$ cat src/rtl/pipe_pkg.sv
// Shared pipeline-control types and constants: FSM encodings, the zero register
// and default latencies used by the hazard sequencer.
package pipe_pkg;

  typedef enum logic [1:0] {
    MD_IDLE = 2'd0,
    MD_BUSY = 2'd1,
    MD_DONE = 2'd2
  } md_state_t;

  typedef enum logic {
    M_IDLE = 1'b0,
    M_WAIT = 1'b1
  } mem_state_t;

  localparam logic [4:0] REG_ZERO = 5'd0;

  localparam int unsigned MD_LATENCY_DEF  = 8;
  localparam int unsigned MEM_TIMEOUT_DEF = 64;

  // $0 is hardwired, so it never creates a dependency.
  function automatic logic reg_match(input logic [4:0] a, input logic [4:0] b);
    return (a == b) && (a != REG_ZERO);
  endfunction

endpackage

$ cat src/rtl/hazard_md_seq.sv
// Mul/div latency tracker: start in cycle T yields a one-cycle wb strobe in
// cycle T+MD_LATENCY; busy covers the whole in-flight window including wb.
module hazard_md_seq
  import pipe_pkg::*;
#(
  parameter int unsigned MD_LATENCY = MD_LATENCY_DEF
) (
  input  logic clk,
  input  logic rst,
  input  logic start,
  output logic busy,
  output logic wb
);

  localparam int unsigned CntW = (MD_LATENCY > 2) ? $clog2(MD_LATENCY) : 1;
  localparam logic [CntW-1:0] CntLoad = CntW'(MD_LATENCY - 2);

  md_state_t       state_q, state_d;
  logic [CntW-1:0] cnt_q, cnt_d;

  always_ff @(posedge clk or posedge rst) begin
    if (rst) begin
      state_q <= MD_IDLE;
      cnt_q   <= '0;
    end else begin
      state_q <= state_d;
      cnt_q   <= cnt_d;
    end
  end

  always_comb begin
    state_d = state_q;
    cnt_d   = cnt_q;
    unique case (state_q)
      MD_IDLE: begin
        if (start) begin
          state_d = MD_BUSY;
          cnt_d   = CntLoad;
        end
      end
      MD_BUSY: begin
        if (cnt_q == '0) state_d = MD_DONE;
        else             cnt_d   = cnt_q - 1'b1;
      end
      MD_DONE: state_d = MD_IDLE;
      default: state_d = MD_IDLE;
    endcase
  end

  always_comb begin
    busy = (state_q != MD_IDLE);
    wb   = (state_q == MD_DONE);
  end

endmodule

$ cat src/rtl/hazard_ctrl.sv
// Pipeline stall/flush/freeze sequencer: ID hazard detection, mul/div tracking,
// data-memory ack wait with timeout, and a saturating stall-cycle counter.
module hazard_ctrl
  import pipe_pkg::*;
#(
  parameter int unsigned MD_LATENCY  = MD_LATENCY_DEF,
  parameter int unsigned MEM_TIMEOUT = MEM_TIMEOUT_DEF,
  parameter int unsigned CNT_W       = 32
) (
  input  logic             clk,
  input  logic             rst,
  input  logic [4:0]       id_rs,
  input  logic [4:0]       id_rt,
  input  logic             id_uses_rs,
  input  logic             id_uses_rt,
  input  logic             id_branch,
  input  logic             id_branch_taken,
  input  logic             id_md_op,
  input  logic             id_uses_hilo,
  input  logic             exe_MemRead,
  input  logic             exe_RegWrite,
  input  logic [4:0]       exe_dest,
  input  logic             mem_MemRead,
  input  logic [4:0]       mem_dest,
  input  logic             dmem_req,
  input  logic             dmem_ack,
  output logic             pc_write,
  output logic             if_id_write,
  output logic             if_id_flush,
  output logic             id_exe_bubble,
  output logic             pipe_freeze,
  output logic             md_start,
  output logic             md_busy,
  output logic             md_wb,
  output logic             mem_err,
  output logic [CNT_W-1:0] stall_cycles
);

  localparam int unsigned WaitW = $clog2(MEM_TIMEOUT);
  localparam logic [WaitW-1:0] WaitLast = WaitW'(MEM_TIMEOUT - 1);

  logic lu, br, mdh, stall, freeze, timeout;
  logic exe_hit, mem_hit;
  logic md_busy_int, md_wb_int;

  mem_state_t       mem_state_q, mem_state_d;
  logic [WaitW-1:0] wait_cnt_q, wait_cnt_d;
  logic [CNT_W-1:0] stall_cycles_q;

  // Hazard terms
  always_comb begin
    exe_hit = (id_uses_rs && reg_match(id_rs, exe_dest)) ||
              (id_uses_rt && reg_match(id_rt, exe_dest));
    mem_hit = (id_uses_rs && reg_match(id_rs, mem_dest)) ||
              (id_uses_rt && reg_match(id_rt, mem_dest));
    lu      = exe_MemRead && exe_hit;
    br      = id_branch && ((exe_RegWrite && exe_hit) || (mem_MemRead && mem_hit));
    mdh     = (id_md_op || id_uses_hilo) && md_busy_int;
    stall   = lu || br || mdh;
  end

  // Memory-wait FSM
  always_ff @(posedge clk or posedge rst) begin
    if (rst) begin
      mem_state_q <= M_IDLE;
      wait_cnt_q  <= '0;
    end else begin
      mem_state_q <= mem_state_d;
      wait_cnt_q  <= wait_cnt_d;
    end
  end

  always_comb begin
    mem_state_d = mem_state_q;
    wait_cnt_d  = wait_cnt_q;
    unique case (mem_state_q)
      M_IDLE: begin
        if (dmem_req && !dmem_ack) begin
          mem_state_d = M_WAIT;
          wait_cnt_d  = '0;
        end
      end
      M_WAIT: begin
        if (dmem_ack || timeout) mem_state_d = M_IDLE;
        else                     wait_cnt_d  = wait_cnt_q + 1'b1;
      end
      default: mem_state_d = M_IDLE;
    endcase
  end

  // The timeout cycle itself releases the freeze.
  always_comb begin
    timeout = (mem_state_q == M_WAIT) && !dmem_ack && (wait_cnt_q == WaitLast);
    if (mem_state_q == M_IDLE) freeze = dmem_req && !dmem_ack;
    else                       freeze = !dmem_ack && !timeout;
  end

  hazard_md_seq #(
    .MD_LATENCY(MD_LATENCY)
  ) u_md_seq (
    .clk  (clk),
    .rst  (rst),
    .start(md_start),
    .busy (md_busy_int),
    .wb   (md_wb_int)
  );

  always_comb begin
    pc_write      = 1'b1;
    if_id_write   = 1'b1;
    if_id_flush   = 1'b0;
    id_exe_bubble = 1'b0;
    pipe_freeze   = 1'b0;
    if (rst) begin
      pc_write      = 1'b0;
      if_id_write   = 1'b0;
      id_exe_bubble = 1'b1;
    end else if (freeze) begin
      pc_write    = 1'b0;
      if_id_write = 1'b0;
      pipe_freeze = 1'b1;
    end else if (stall) begin
      pc_write      = 1'b0;
      if_id_write   = 1'b0;
      id_exe_bubble = 1'b1;
    end else begin
      if_id_flush = id_branch && id_branch_taken;
    end
    md_start = id_md_op && !freeze && !stall && !rst;
    md_busy  = md_busy_int;
    md_wb    = md_wb_int;
    mem_err  = timeout && !rst;
  end

  always_ff @(posedge clk or posedge rst) begin
    if (rst) begin
      stall_cycles_q <= '0;
    end else if (!pc_write && (stall_cycles_q != '1)) begin
      stall_cycles_q <= stall_cycles_q + 1'b1;
    end
  end

  assign stall_cycles = stall_cycles_q;

endmodule

$ cat config.mk
export PLATFORM = sky130hd
export DESIGN_NAME = hazard_ctrl
export DESIGN_NICKNAME = d
export VERILOG_FILES = /design/src/rtl/pipe_pkg.sv /design/src/rtl/hazard_md_seq.sv /design/src/rtl/hazard_ctrl.sv
export SDC_FILE = /design/constraint.sdc
export NUM_CORES = 1
export LEC_CHECK = 0
export CORE_AREA = 3 3 78 80
export CTS_BUF_LIST = sky130_fd_sc_hd__clkbuf_4 sky130_fd_sc_hd__clkbuf_8 sky130_fd_sc_hd__clkbuf_16
export CTS_CLUSTER_DIAMETER = 60
export CTS_CLUSTER_SIZE = 30
export DETAILED_ROUTE_END_ITERATION = 16
export DIE_AREA = 0 0 81 83
export DONT_BUFFER_PORTS = 1
export GPL_ROUTABILITY_DRIVEN = 1
export PLACE_DENSITY = 0.56
export SYNTH_ARGS = -nofsm -noshare
export SYNTH_HDL_FRONTEND = slang
export SYNTH_HIERARCHICAL = 1
export SYNTH_SLANG_ARGS = --single-unit
$ cat constraint.sdc
create_clock -name clk -period 2.7 [get_ports clk]
set_input_delay 0.135 -clock clk [delete_from_list [all_inputs] [get_ports clk]]
set_output_delay 0.135 -clock clk [all_outputs]
set_load 0.005 [all_outputs]
==> results of run 1 <==
[cell usage after synthesis (2+ instances only)]
cell type	n
a21oi_1	3
and2_1	5
and3_1	6
and4_1	3
buf_2	3
buf_4	2
buf_6	2
dfrtp_1	44
ha_1	4
inv_1	6
nand2_1	23
nand2b_1	2
nand3_1	12
nand3b_1	3
nand4_1	9
nor2_1	13
nor3_1	15
nor4_1	12
nor4b_1	2
o21ai_0	4
o21ai_1	2
o221a_1	2
or2_2	2
or3_1	5
or4_1	2
xnor2_1	10
xor2_1	44
[state kept, by name, summed over array words and instances, names as in the netlist]
signal and count:
stall_cycles 32, mem_state_q 1, u_md_seq/state_q 2, u_md_seq/cnt_q 3
wait_cnt_q 6
[kinds of logic after synthesis]
kind of cell	after synthesis	share of synthesized area
simple gates	120	0.269
xor+xnor	54	0.188
flops	44	0.438
compound gates	16	0.0443
buf+inv	14	0.0313
fa+ha+maj	4	0.0199
mux	2	0.0104
[final cells by class]
| type | count | area [um^2] | area share |
|---|---|---|---|
| multi-input cells | 196 | 1340 | 0.489 |
| flip-flops and latches | 44 | 1100 | 0.403 |
| repair buffers | 10 | 90.1 | 0.0330 |
| well taps | 72 | 90.1 | 0.0330 |
| clock buffers | 6 | 82.6 | 0.0302 |
| inverters | 6 | 22.5 | 0.00824 |
| clock inverters | 2 | 10.0 | 0.00366 |
[power by group]
part	internal, mW	switching, mW	total [mW]	leakage [nW]
Combinational	0.279	0.272	0.552	0.568
Clock	0.204	0.218	0.423	0.0510
Sequential	0.803	0.179	0.982	0.515
[what timing repair did]
item / in CTS / in global routing
setup buffers: 0 / 0
hold buffers: 1 / 0
hold endpoints to repair: 44 / 0
[worst paths after layout]
check	from	cells past startpoint	endpoint	slack [ns]
worst max-delay path	stall_cycles[2]	7	stall_cycles[17]	0.32
max in group asynchronous	rst	3	stall_cycles[16]	1.88
worst min register to register	u_md_seq/state_q[1]	1	u_md_seq/state_q[1]	0.49
worst max register to register	stall_cycles[2]	7	stall_cycles[17]	0.32
worst min-delay path	dmem_ack	3	wait_cnt_q[3]	0.15
min in group asynchronous	rst	2	u_md_seq/cnt_q[0]	0.23
[stage by stage]
stage / hold slack [ns] / cell area, um^2
after detailed placement: -0.0565 / 2630
final: 0.146 / 2730
after global placement: -0.0532 / 2630
after global routing: 0.148 / 2730
after CTS: 0.130 / 2730
after floorplan: -0.0865 / 2520
[critical path: cells and delay by family, from the launching register on]
| family | cells | cell delay [ns] |
|---|---|---|
| simple gates | 6 | 1.70 |
| flops | 1 | 0.44 |
| xor+xnor | 1 | 0.17 |
[routing by layer]
layer  vias up  part of all wire  GRT usage
li1        910                 -          -
met5         -                 0          0
met4         0            0.0058     0.0323
met3         5             0.073     0.0586
met2        70              0.49      0.274
met1       927              0.43      0.203
[cell usage in the layout (no fill, tap or decap), drive strengths merged, types with 7 or more instances in the layout]
| master | Yosys | routed |
|---|---|---|
| nor3 | 15 | 15 |
| xnor2 | 10 | 10 |
| nand4 | 9 | 9 |
| buf | 7 | 9 |
| nor4 | 13 | 13 |
| dfrtp | 44 | 44 |
| nand3 | 12 | 12 |
| nand2 | 23 | 23 |
| and3 | 7 | 7 |
| nor2 | 13 | 13 |
| xor2 | 44 | 44 |
==> key figures, run 1 <==
GRT
  • Vias in the first global route: 1970
  • First-pass GRT wire length: 9090 um
  • Global route overflow: 0
  • Largest net degree at the start of global routing: 40
  • Initial antenna violation count: 0
  • Global Route Usage Sum: 0.164

Floorplanning
  • Core area: 5470 um^2
  • Rows: 27
  • Initial Utilization: 0.460
  • Die Y: 83 um
  • Ports: 74
  • Die width: 81 um
  • Die area: 6720 um^2

Timing
  • Max-slew violation count: 0
  • Fmax: 421 MHz
  • Layout Skew: between 0.006 and 0.007 ns
  • Final hold vios: 0
  • Minimum clock period: ~2.4 ns
  • Final Setup Violations: 0
  • Worst slew pin tran: 0.503 ns
  • Final period util: 0.880
  • Setup TNS: 0 ns
  • RSZ-0062 raised after global routing: no
  • Max_slew headroom: 0.665
  • Final critical-path setup slack: 0.323 ns

Placement
  • Hpwl dp: 3960 um
  • Setup WS pre-CTS: approximately 0.35 ns
  • Routability cong.: 0.758
  • PortBufs: 0
  • DP Cell Count: roughly 330

Synthesis
  • Synth warn: 6
  • Post-synth cell types: 41
  • Async SR Flop Fraction: 1.00
  • Number of synthesized flops with an enable pin: 0
  • Synth area leaders: dfrtp_1 (44%), xor2_1 (15%), xnor2_1 (3.5%)
  • Sequential element share of the synthesized area: 0.438
  • Main synth FF type: dfrtp_1
  • Cell Area, Synth: 2520 um^2
  • Post-Syn Instances: 254
  • Area fraction of the dominant cell type after synthesis: 0.438
  • Synth Register Bits: 44
  • Mean Syn Cell Area: 9.91 um^2
  • Area leader, netlist: dfrtp_1
  • Syn_nets: 291

Critical path
  • Startpoint Class: flop
  • CP Max Fanout: 11
  • Required @ worst endpoint: around 3 ns
  • Worst EP arrival: around 2.6 ns
  • Slowest CP cell: dfrtp_1
  • Largest stage delay on the critical path: approximately 0.44 ns
  • Nature of the critical path endpoint: flop
  • Critical path class: reg2reg
  • Critical Path Most Common Cell: and3_1
  • Crit path cell chain: and3_1 -> and3_4 -> and2_1 -> and3_1 -> nand3b_1 -> nor4b_1 -> xor2_1

CTS
  • Clock insertion delay at the later pin of the skew report: 0.29 ns
  • CTS H-tree depth: 2
  • CTS root buf: clkbuf_8
  • Clock-pin slew on the worst setup and hold paths: 0.08 ns
  • Clock sink count: 44
  • Max clock buf depth: 2
  • CTS resizes: 0
  • CTS buffer count: 5
  • CTS tree: done

Finish
  • Final core utilization: 0.499
  • Area growth from synthesis to layout: 8.60%
  • Fraction of layout cells with a size suffix above 1: 0.0985
  • Nets: 300
  • Finished Layout Cells: 336
  • Inserted Diodes: 0
  • Number of fill cells: 551

Detailed routing
  • Detailed-route via count: approximately 1900
  • Number of remaining DRC errors: 0
  • Wire per inst: between 15 and 20 um
  • DRT iter0 DRCs: 35
  • Final WL: about 5400 um
  • Antenna viol nets, final: 0
  • Via density: approximately 5.7
  • Drt pass-1 iters: 4

Job
  • Max-cap violations: 0

Hold path
  • Worst Hold Class: in2reg

Run status
  • Outcome: finished, final reports clean

Pwr
  • Design Power: 1.96 mW
  • Peak supply drop: 475 uV
  • Static Leakage: 1.13 nW
  • Pwr Density: 716 nW/um^2
Note: power is estimated with default switching activity, not from simulation.
==> run 2, diff against run 1 <==
--- a/config.mk
+++ b/config.mk
@@ -14,6 +14,7 @@
 export DONT_BUFFER_PORTS = 1
 export GPL_ROUTABILITY_DRIVEN = 1
 export PLACE_DENSITY = 0.56
+export SETUP_SLACK_MARGIN = 0.5
 export SYNTH_ARGS = -nofsm -noshare
 export SYNTH_HDL_FRONTEND = slang
 export SYNTH_HIERARCHICAL = 1
==> run 2 against run 1 <==
Effect of this change: die area is the same; via count shrank 2.2%; design area grew 7.1%; clock-buffer cell count is the same; combinational power grew 18%; non-clock buffer count grew 9; setup slack gained 0.28 ns; worst hold slack gained 0.0070 ns; critical path type unchanged; critical endpoint is now stall_cycles[2].
==> key figures, run 2 (synthesized netlist as in run 1, its figures left out) <==
Run status
  • Outcome: finished, final reports clean

Floorplanning
  • Rows: 27
  • Die area: a little under 7000 um^2
  • Die width: roughly 81 um
  • Initial Utilization: 0.460
  • Die Y: 83 um
  • Core area: 5470 um^2
  • Ports: 74

Timing
  • Minimum clock period: 2.09 ns
  • Layout Skew: 0.0120 ns
  • Fmax: between 400 and 500 MHz
  • Final Setup Violations: 0
  • Worst slew pin tran: 0.493 ns
  • Setup TNS: 0 ns
  • Final period util: 0.775
  • RSZ-0062 raised after global routing: yes
  • Max-slew violation count: 0
  • Final hold vios: 0
  • Max_slew headroom: 0.671

Detailed routing
  • Antenna viol nets, final: 0
  • Final WL: 5490 um
  • Via density: 5.42
  • Number of remaining DRC errors: 0
  • DRT iter0 DRCs: 101
  • Wire per inst: 15.9 um
  • Drt pass-1 iters: 4
  • Detailed-route via count: roughly 1900

CTS
  • CTS buffer count: 5
  • Clock-pin slew on the worst setup and hold paths: 0.08 ns
  • CTS root buf: clkbuf_8
  • CTS H-tree depth: 2
  • CTS tree: done
  • Clock sink count: 44
  • Clock insertion delay at the later pin of the skew report: roughly 0.29 ns
  • Max clock buf depth: 2

Critical path
  • Critical path class: reg2reg
  • CP Max Fanout: 17
  • Required @ worst endpoint: ~2.9 ns
  • Nature of the critical path endpoint: flop
  • Startpoint Class: flop
  • Worst EP arrival: 2.27 ns

Finish
  • Fraction of layout cells with a size suffix above 1: 0.179
  • Final core utilization: 0.535
  • Area growth from synthesis to layout: 16.3%
  • Inserted Diodes: 0
  • Most frequent cells in the layout: xor2_1 (44), dfrtp_1 (43), nand2_1 (23)
  • Max reg flops: 32
  • Commonest non-fill, non-tap cell in the layout: xor2_1
  • Nets: ~300

Hold path
  • Worst Hold Class: in2reg

Pwr
  • Design Power: 2.15 mW
  • Peak supply drop: between 400 and 500 uV
  • Pwr Density: 735 nW/um^2
  • Static Leakage: ~1.2 nW

Placement
  • Hpwl dp: around 3800 um
  • Routability cong.: between 0.7 and 0.8
  • PortBufs: 0

GRT
  • First-pass GRT wire length: a little over 9000 um
  • Global route overflow: 0
  • Largest net degree at the start of global routing: 41
  • Initial antenna violation count: 0
  • Vias in the first global route: 1821
  • Global Route Usage Sum: 0.169

Job
  • Max-cap violations: 0
-- run 2: changes by cell type in the layout (fill, tap and decap cells not counted), moves of 2 or more --
cell / change
buf_4: +7
nor3_1: -2
nor3_2: +2
o21ai_2: +2
-- run 2: per-layer routing --
metal	vias to the layer above	wire, um	track usage
li1	928	-	-
met1	879	2540	0.251
met2	56	2540	0.241
met3	6	361	0.0521
met4	0	50	0.0369
met5	-	0	0
-- run 2: worst paths after layout --
kind	from	end	slack, ns	cells past startpoint
max	wait_cnt_q[1]	stall_cycles[2]	0.61	11
min	dmem_ack	wait_cnt_q[2]	0.15	3
max reg2reg	wait_cnt_q[1]	stall_cycles[2]	0.61	11
min reg2reg	u_md_seq/state_q[1]	u_md_seq/state_q[1]	0.48	1
max in group asynchronous	rst	stall_cycles[2]	1.90	3
min in group asynchronous	rst	u_md_seq/state_q[0]	0.22	2
-- run 2: area by class of cell --
class,instances,area [um^2]
well taps,72,90.1
fillers,516,2550
clock buffers,6,76.3
flip-flops and latches,44,1100
repair buffers,19,190
multi-input cells,196,1410
clock inverters,2,35.0
inverters,6,22.5
-- run 2: critical path: stages, from the launching register on --
cell and delay (ns):
dfrtp_1 0.43, ha_4 0.18, nand3_2 0.08, o21ba_4 0.18, nor2_4 0.05, inv_2 0.07, nor4_4 0.04, buf_4 0.15
buf_12 0.12, buf_16 0.14, or3b_4 0.41, xnor2_2 0.13
-- run 2: report_power, final --
group          total, mW  switching (mW)  internal, mW
Sequential         0.988           0.184         0.804
Combinational      0.653           0.296         0.357
Clock              0.508           0.223         0.285
-- run 2: what timing repair did --
action                                  CTS  global route
hold buffers                              1             0
pin swaps                                 1             4
gates resized for setup                   0            13
cloned                                    1             0
buffers inserted                          3             7
endpoints found under the setup margin   16            27
hold endpoints to repair                 44             0
-- run 2: per-stage QoR --
step / instances / setup WS (ns) / hold WS, ns / cell area, um^2
CTS: 338 / 0.452 / 0.140 / 2810
global placement: 325 / 0.377 / -0.0556 / 2630
finish: 345 / 0.607 / 0.153 / 2930
floorplan: 254 / 0.511 / -0.0865 / 2540
global route: 345 / 0.480 / 0.151 / 2930
detailed placement: 325 / 0.335 / -0.0521 / 2630
